## src/rtl/huff_pkg.sv

```systemverilog
// Shared types and constants for the Huffman bitstream packer.
// HUFF_BYTE_STUFF_EN (see huff_byte_stuffer) selects JPEG 0xFF stuffing.
package huff_pkg;
   typedef enum logic [1:0] {RUN, STUFF, PAD, DONE} state_t;

   localparam logic [7:0] STUFF_TRIGGER = 8'hFF;
   localparam logic [7:0] STUFF_BYTE    = 8'h00;
   localparam logic       PAD_BIT       = 1'b1;

   function automatic int clog2(input int v);
      int r;
      r = 0;
      while ((1 << r) < v) r++;
      return r;
   endfunction
endpackage

```

## src/rtl/huff_byte_stuffer.sv

```systemverilog
// Single-entry output byte register with JPEG 0xFF -> 0xFF,0x00 insertion.
// Stuffing only exists when HUFF_BYTE_STUFF_EN is defined; otherwise bytes pass raw.
module huff_byte_stuffer
   import huff_pkg::*;
(
   input  logic       clock,
   input  logic       reset,
   input  logic       in_valid,
   output logic       in_ready,
   input  logic [7:0] in_byte,
   input  logic [3:0] in_bits,
   input  logic       in_last,
   output logic       stuffing,
   output logic       out_valid,
   input  logic       out_ready,
   output logic [7:0] out_byte,
   output logic [3:0] out_data_bits,
   output logic       out_last
);
   state_t st;
   logic   last_hold;
   logic   slot_free;

   assign slot_free = !out_valid || out_ready;
   assign stuffing  = (st == STUFF);
   assign in_ready  = slot_free && !stuffing;

   always_ff @(posedge clock or posedge reset) begin
      if (reset) begin
         st            <= RUN;
         last_hold     <= 1'b0;
         out_valid     <= 1'b0;
         out_byte      <= '0;
         out_data_bits <= '0;
         out_last      <= 1'b0;
      end else if (slot_free) begin
         if (stuffing) begin
            // the inserted zero inherits the end-of-segment flag of the 0xFF
            out_valid     <= 1'b1;
            out_byte      <= STUFF_BYTE;
            out_data_bits <= 4'd0;
            out_last      <= last_hold;
            st            <= RUN;
         end else if (in_valid) begin
            out_valid     <= 1'b1;
            out_byte      <= in_byte;
            out_data_bits <= in_bits;
            last_hold     <= in_last;
`ifdef HUFF_BYTE_STUFF_EN
            if (in_byte == STUFF_TRIGGER) begin
               out_last <= 1'b0;
               st       <= STUFF;
            end else begin
               out_last <= in_last;
            end
`else
            out_last <= in_last;
`endif
         end else begin
            out_valid <= 1'b0;
         end
      end
   end
endmodule

```

## src/rtl/huffman_bitstream_packer.sv

```systemverilog
// Packs right-aligned variable-length code words MSB-first into bytes, pads with
// ones on flush. Byte stuffing is enabled by HUFF_BYTE_STUFF_EN.
module huffman_bitstream_packer
   import huff_pkg::*;
#(
   parameter int CODE_W = 32,
   parameter int LEN_W  = clog2(CODE_W + 1),
   parameter int ACC_W  = 64
) (
   input  logic              clock,
   input  logic              reset,
   input  logic              in_valid,
   output logic              in_ready,
   input  logic [CODE_W-1:0] in_code,
   input  logic [LEN_W-1:0]  in_len,
   input  logic              in_last,
   output logic              out_valid,
   input  logic              out_ready,
   output logic [7:0]        out_byte,
   output logic [3:0]        out_data_bits,
   output logic              out_last,
   output logic              done
);
   localparam int CNT_W = clog2(ACC_W + 1);
   localparam logic [CNT_W-1:0] C8      = CNT_W'(8);
   localparam logic [CNT_W-1:0] RDY_MAX = CNT_W'(ACC_W - CODE_W);

   state_t             state;
   logic [ACC_W-1:0]   acc, acc_next, ins;
   logic [CNT_W-1:0]   cnt, cnt_p, cnt_next, pop_bits;
   logic [CNT_W:0]     sh;
   logic [LEN_W-1:0]   len_c;
   logic [CODE_W-1:0]  code_m;
   logic               take, offer, pop, st_ready, stuffing;
   logic [7:0]         top_byte;
   logic [3:0]         offer_bits;
   logic               offer_last;

   assign in_ready = !reset && (state == RUN) && !stuffing && (cnt <= RDY_MAX);
   assign take     = in_valid && in_ready;
   assign len_c    = (in_len > LEN_W'(CODE_W)) ? LEN_W'(CODE_W) : in_len;
   assign code_m   = in_code & ~({CODE_W{1'b1}} << len_c);

   // a partial byte is only offered while flushing, topped up with pad bits
   assign offer      = (cnt >= C8) || ((state == PAD) && (cnt != '0));
   assign top_byte   = acc[ACC_W-1 -: 8] | ((cnt < C8) ? ({8{PAD_BIT}} >> cnt) : 8'h00);
   assign offer_bits = (cnt >= C8) ? 4'd8 : cnt[3:0];
   assign offer_last = (state == PAD) && (cnt <= C8);
   assign pop        = offer && st_ready;
   assign pop_bits   = pop ? ((cnt >= C8) ? C8 : cnt) : '0;

   // new code lands right after the bits that survive this cycle's pop
   assign cnt_p    = cnt - pop_bits;
   assign cnt_next = cnt_p + (take ? CNT_W'(len_c) : '0);
   assign sh       = (CNT_W+1)'(ACC_W) - {1'b0, cnt_p} - (CNT_W+1)'(len_c);
   assign ins      = {{(ACC_W-CODE_W){1'b0}}, code_m} << sh;
   assign acc_next = (acc << pop_bits) | (take ? ins : '0);

   always_ff @(posedge clock or posedge reset) begin
      if (reset) begin
         acc   <= '0;
         cnt   <= '0;
         state <= RUN;
         done  <= 1'b0;
      end else begin
         acc  <= acc_next;
         cnt  <= cnt_next;
         done <= 1'b0;
         case (state)
            RUN: if (take && in_last) begin
               if (cnt_next == '0) begin
                  state <= DONE;
                  done  <= 1'b1;
               end else begin
                  state <= PAD;
               end
            end
            PAD: if (out_valid && out_ready && out_last) begin
               state <= DONE;
               done  <= 1'b1;
            end
            default: state <= RUN;
         endcase
      end
   end

   huff_byte_stuffer u_stuffer (
      .clock         (clock),
      .reset         (reset),
      .in_valid      (offer),
      .in_ready      (st_ready),
      .in_byte       (top_byte),
      .in_bits       (offer_bits),
      .in_last       (offer_last),
      .stuffing      (stuffing),
      .out_valid     (out_valid),
      .out_ready     (out_ready),
      .out_byte      (out_byte),
      .out_data_bits (out_data_bits),
      .out_last      (out_last)
   );
endmodule

```

## config.mk

```make
export PLATFORM = sky130hd
export DESIGN_NAME = huffman_bitstream_packer
export DESIGN_NICKNAME = d
export VERILOG_FILES = /design/src/rtl/huff_pkg.sv /design/src/rtl/huff_byte_stuffer.sv /design/src/rtl/huffman_bitstream_packer.sv
export SDC_FILE = /design/constraint.sdc
export NUM_CORES = 1
export LEC_CHECK = 0
export ABC_AREA = 1
export CORE_MARGIN = 3
export CORE_UTILIZATION = 55
export DETAILED_ROUTE_END_ITERATION = 6
export MAX_ROUTING_LAYER = met4
export PLACE_DENSITY = 0.78
export SYNTH_ARGS = -nofsm -noshare
export SYNTH_HDL_FRONTEND = slang
export SYNTH_SLANG_ARGS = --single-unit
```

## constraint.sdc

```tcl
create_clock -name clock -period 4.95 [get_ports clock]
set_input_delay 0.7425 -clock clock [delete_from_list [all_inputs] [get_ports clock]]
set_output_delay 0.7425 -clock clock [all_outputs]
set_load 0.01 [all_outputs]
```

== Word-level counts from Yosys, hierarchy flattened ==
Index checks and enable logic that the tools add are counted.
Operators by class
  $add $sub $neg: 4
  multiplexer cells: 19
  bitwise logic cells: 4
  $lt $le $gt $ge: 5
  eq/ne operators: 3
  shift-type cells: 4
  reductions and logical operators: 18
Operator list (number)
  64-bit 2-to-1 mux: 1
  64-bit OR: 1
  32-bit by 8-bit left shift with 64-bit output: 1
  64-bit by 7-bit left shift with 64-bit output: 1
  32-bit AND: 1
  32-bit NOT: 1
  32-bit by 6-bit left shift with 32-bit output, first input constant: 1
  8-bit 2-to-1 mux: 2
  7-bit 2-to-1 mux: 2
  6-bit 2-to-1 mux: 2
  1-bit logical AND: 9
  4-bit 2-to-1 mux: 2
  8-bit OR: 1
  8-bit by 7-bit right shift with 8-bit output, first input constant: 1
  7-bit by 7-bit subtractor with 8-bit output, first input constant: 1
  8-bit by 6-bit subtractor with 8-bit output: 1
  7-bit by 6-bit adder with 7-bit output: 1
  7-bit by 4-bit greater-or-equal comparator with 1-bit output, second input constant: 1
  7-bit by 4-bit less-or-equal comparator with 1-bit output, second input constant: 1
  7-bit by 6-bit less-or-equal comparator with 1-bit output, second input constant: 1
  7-bit zero test: 1
  7-bit by 4-bit < comparator with 1-bit output, second input constant: 1
  7-bit nonzero test: 1
  7-bit subtractor: 1
  11 further kinds: 21
Word-level totals
  flip-flop bits (word level): 88
  input bits: 43
  output and inout port bits: 16
  logic and storage cells: 65

== Longest topological paths before layout ==
  depth in word-level cells: 11
  mapped depth: 33
  depth with buffers taken out: 30

== Hierarchy ==
Synthesis repeated with hierarchy kept, for this count alone.
Second synthesis, totals
  cells, all modules: 1675
  area total of the unflattened synthesis: 9651.8 µm²
By module, submodules not included
  huffman_bitstream_packer: times used 1, cells an instance 1612, area each 9062.4 µm², seq. area each 1851.8 µm²
  huff_byte_stuffer: times used 1, cells an instance 63, area each 589.3 µm², seq. area each 350.3 µm²

== Least setup slack after synthesis ==
Ideal clock, no wire load.
  kind: input to register
  start: input out_ready
  end: register acc[56]
  arrival: 4.534 ns
  path buffers: 4
  stages on the path: 30
  setup slack: 0.288 ns
  required time: 4.821 ns
  cell sequence: inv_1 nand2_1 nand2_2 inv_2 nand3_2 buf_2 buf_2 ha_1 nand2_1 o21ai_1 a21oi_1 o21ai_0 xor2_1 inv_1 ha_1 ha_1 nand2_1 inv_1 nand3_1 nand3_1 buf_4 buf_2 nand3_1 nand3_1 nand3_1 nand3_1 nand2_1 nand2_1 nand3_1 nand3_1
Between the ends
  cells in the longest elaborated chain, start to end: 9
RTL lines
  from (decl): line huffman_bitstream_packer.sv:18  | input logic out_ready,
  1-bit logical OR *: line huff_byte_stuffer.sv:24  | assign slot_free = !out_valid || out_ready;
  1-bit logical AND *: line huffman_bitstream_packer.sv:49  | assign pop = offer && st_ready;
  7-bit 2-to-1 mux *: line huffman_bitstream_packer.sv:50  | assign pop_bits = pop ? ((cnt >= C8) ? C8 : cnt) : '0;
  7-bit subtractor: line huffman_bitstream_packer.sv:53  | assign cnt_p = cnt - pop_bits;
  7-bit by 7-bit subtractor with 8-bit output: line huffman_bitstream_packer.sv:55  | assign sh = (CNT_W+1)'(ACC_W) - {1'b0, cnt_p} - (CNT_W+1)'(len_c);
  8-bit by 6-bit subtractor with 8-bit output: line huffman_bitstream_packer.sv:55
  32-bit by 8-bit left shift with 64-bit output: line huffman_bitstream_packer.sv:56  | assign ins = {{(ACC_W-CODE_W){1'b0}}, code_m} << sh;
  64-bit 2-to-1 mux: line huffman_bitstream_packer.sv:57  | assign acc_next = (acc << pop_bits) | (take ? ins : '0);
  64-bit OR *: line huffman_bitstream_packer.sv:57
  via acc_next[56]: line huffman_bitstream_packer.sv:29  | logic [ACC_W-1:0] acc, acc_next, ins;
  to (signal assigned): line huffman_bitstream_packer.sv:66  | acc <= acc_next;
  to (decl): line huffman_bitstream_packer.sv:29
The timed path passes the listed nets; every way through them passes the cells marked *.
A chain may end at the register's enable or synchronous reset.

== Worst setup path after layout ==
  start: input out_ready
  end: register acc[63]
The elaborated chain is that of the path after synthesis.

==> flow_metrics.tcl <==
set metrics [dict create \
    cp_max_fo 22 \
    post_cts_buffers 0 \
    syn_avg_cell_area_um2 5.97 \
    post-route-util 0.675 \
    final_net_count 1751 \
    drv_cap 0 \
    cts_tree "done" \
    grt_max_degree 79 \
    syn_to_final_growth_pct 17.7 \
    num_rows 47 \
    fin_crit_ns 4.68 \
    finalHoldViolations 0 \
    grt.total_usage 0.378 \
    die_area_um2 19300 \
    slew_viol_final 0 \
    grt_pass1_vias 10900 \
    crit_required_ns 5.24 \
    startpoint_type "primary input" \
    clk_path_buf_depth 2 \
    fmax_mhz 214 \
    outcome "finished, violations left" \
    insertion_delay_ns 0.35 \
    register_area_um2 2200 \
    fin_skew_ns 0.00774 \
    htree_levels 3 \
    dpl.hpwl_um 27900 \
    cts_inserted_buffers 9 \
    syn-cell-area_um2 9710 \
    firstDrtPassIters 7 \
    postRouteAntennaNets 0 \
    grt_first_pass_wirelength_um 57800 \
    ys_warn_count 0 \
    slew_headroom 0.308 \
    synth_cells 1628 \
    drtIter0Drc 2002 \
    worst_pin_slew_ns 1.04 \
    cts.clk_slew.worst_paths_ns 0.07 \
    root_buffer "clkbuf_16" \
    cts.sinks 88 \
    ys_types 46 \
    max_stage_delay_ns 0.48 \
    synth-seq-area-share 0.227 \
    async_flop_share 1.00 \
    finalSetupViolCount 0 \
    die_w_um 139 \
    io_pins 59 \
    failed_checks "design-rule violations" \
    cp_slowest_cell "clkdlybuf4s50_1" \
    die_h_um 139 \
    drive_gt1_frac 0.0972 \
    initial_utilization 0.574 \
    routed_wl_um 36900 \
    synth_edf_count 0 \
    core_um2 16900 \
    ys_seq_elements 88 \
    critical_path_class "primary input to flop" \
    grt_antenna_before_repair 0 \
    drc_errors 1 \
    io_buffers 58 \
    gr-total-overflow 0 \
    multi_input_area_um2 6740 \
    synth_flop_cell "dfrtp_1" \
    arrival_ns 4.96 \
    gp_congestion 1.11 \
    num_vias 12100 \
    period_share 0.945 \
    routedWlPerCell_um 19.3 \
    num-fill-cells 1524 \
    vias_per_cell 6.36 \
    end_kind "flop" \
    diodes 0 \
    hp-class "flop to flop" \
]
[flip-flops by register name (all words and copies together) (netlist names)]
signal and flops:
u_stuffer.out_last 1, acc 64, u_stuffer.out_data_bits 4, state 2, done 1, u_stuffer.out_valid 1, u_stuffer.out_byte 8, cnt 7
[logic make-up (layout without fill, tap and decap cells)]
| family | count (synthesis) | after routing | synth area share |
|---|---|---|---|
| AO/OA/AOI/OAI | 163 | 163 | 0.0970 |
| XOR/XNOR | 12 | 12 | 0.0116 |
| adder cells (fa/ha/maj) | 25 | 25 | 0.0345 |
| buffers and inverters | 225 | 283 | 0.0975 |
| flip-flops | 88 | 88 | 0.227 |
| multiplexers | 17 | 17 | 0.0175 |
| other | 1 | 2 | 0.000386 |
| AND/OR/NAND/NOR | 1097 | 1097 | 0.515 |
[metal layers]
| metal | GRT usage | wire length [um] | part of all wire | vias up |
|---|---|---|---|---|
| li1 | - | - | - | 5682 |
| met1 | 0.510 | 14700 | 0.40 | 5512 |
| met2 | 0.563 | 16200 | 0.44 | 824 |
| met3 | 0.103 | 4760 | 0.13 | 109 |
| met4 | 0.102 | 1190 | 0.032 | 0 |
| met5 | - | 0 | 0 | - |
[area by class of cell]
class	instances	share of cell area
multi-input cells	1316	0.590
flip-flops and latches	88	0.193
repair buffers	152	0.128
inverters	116	0.0382
well taps	220	0.0241
clock buffers	9	0.0197
clock inverters	6	0.00799
[synthesized netlist by cell type (all sizes together) (17+ instances only)]
master / instances / area [um^2]
mux2i: 17 / 170
nand2: 438 / 1660
clkbuf: 29 / 110
a21oi: 34 / 170
buf: 80 / 402
o211ai: 32 / 240
o21ai: 75 / 375
dfrtp: 88 / 2200
nand3: 540 / 2710
nor2: 55 / 226
ha: 22 / 275
nand4: 39 / 250
inv: 114 / 428
[timing repair]
action	in CTS	in global routing
setup endpoints to repair	0	63
resized for setup	0	25
endpoints found under the hold margin	0	0
hold buffers	0	0
[placed cells by master, fill, tap and decap left out, types with 6 or more instances in the layout]
cell	instances
a21boi_0	8
a21oi_1	31
buf_12	11
buf_4	81
clkbuf_16	11
clkdlybuf4s50_1	58
dfrtp_1	88
ha_1	21
inv_1	102
inv_2	11
mux2i_1	17
nand2_1	431
nand2_2	7
nand3_1	523
nand3_2	16
nand4_1	38
nor2_1	50
o211ai_1	32
o21ai_0	44
o21ai_1	30
or2_0	6
or2_1	7
xor2_1	7
[critical path: cells and delay by family]
kind            cells  cell delay [ns]
simple gates       15             1.61
xor+xnor            1             0.19
buf+inv             7             1.13
compound gates      3             0.37
fa+ha+maj           3             0.90
[metrics by stage]
step           cells  worst slack (ns)  hold WS [ns]  setup TNS, ns  instance area, um^2
2_1_floorplan   1629             0.288         0.467              0                 9720
3_3_place_gp    1890           -0.0963         0.463         -0.823                11000
3_5_place_dp    1890            -0.112         0.466          -1.68                11000
4_1_cts         1905             0.211         0.484              0                11300
5_1_grt         1907           -0.0471         0.512         -0.130                11400
6_report        1907             0.274         0.478              0                11400
[final timing paths]
kind | startpoint | endpoint | slack, ns | depth (start not counted)
max | out_ready | acc[63] | 0.27 | 29
min | u_stuffer.out_data_bits[3] | u_stuffer.out_data_bits[3] | 0.48 | 2
max reg2reg | cnt[3] | acc[63] | 0.32 | 25
min reg2reg | u_stuffer.out_data_bits[3] | u_stuffer.out_data_bits[3] | 0.48 | 2
max in group asynchronous | reset | acc[45] | 3.07 | 3
min in group asynchronous | reset | done | 0.61 | 2
Power is not shown: default switching activity piles up to over one toggle a cycle in this logic, so the estimate is an artifact.
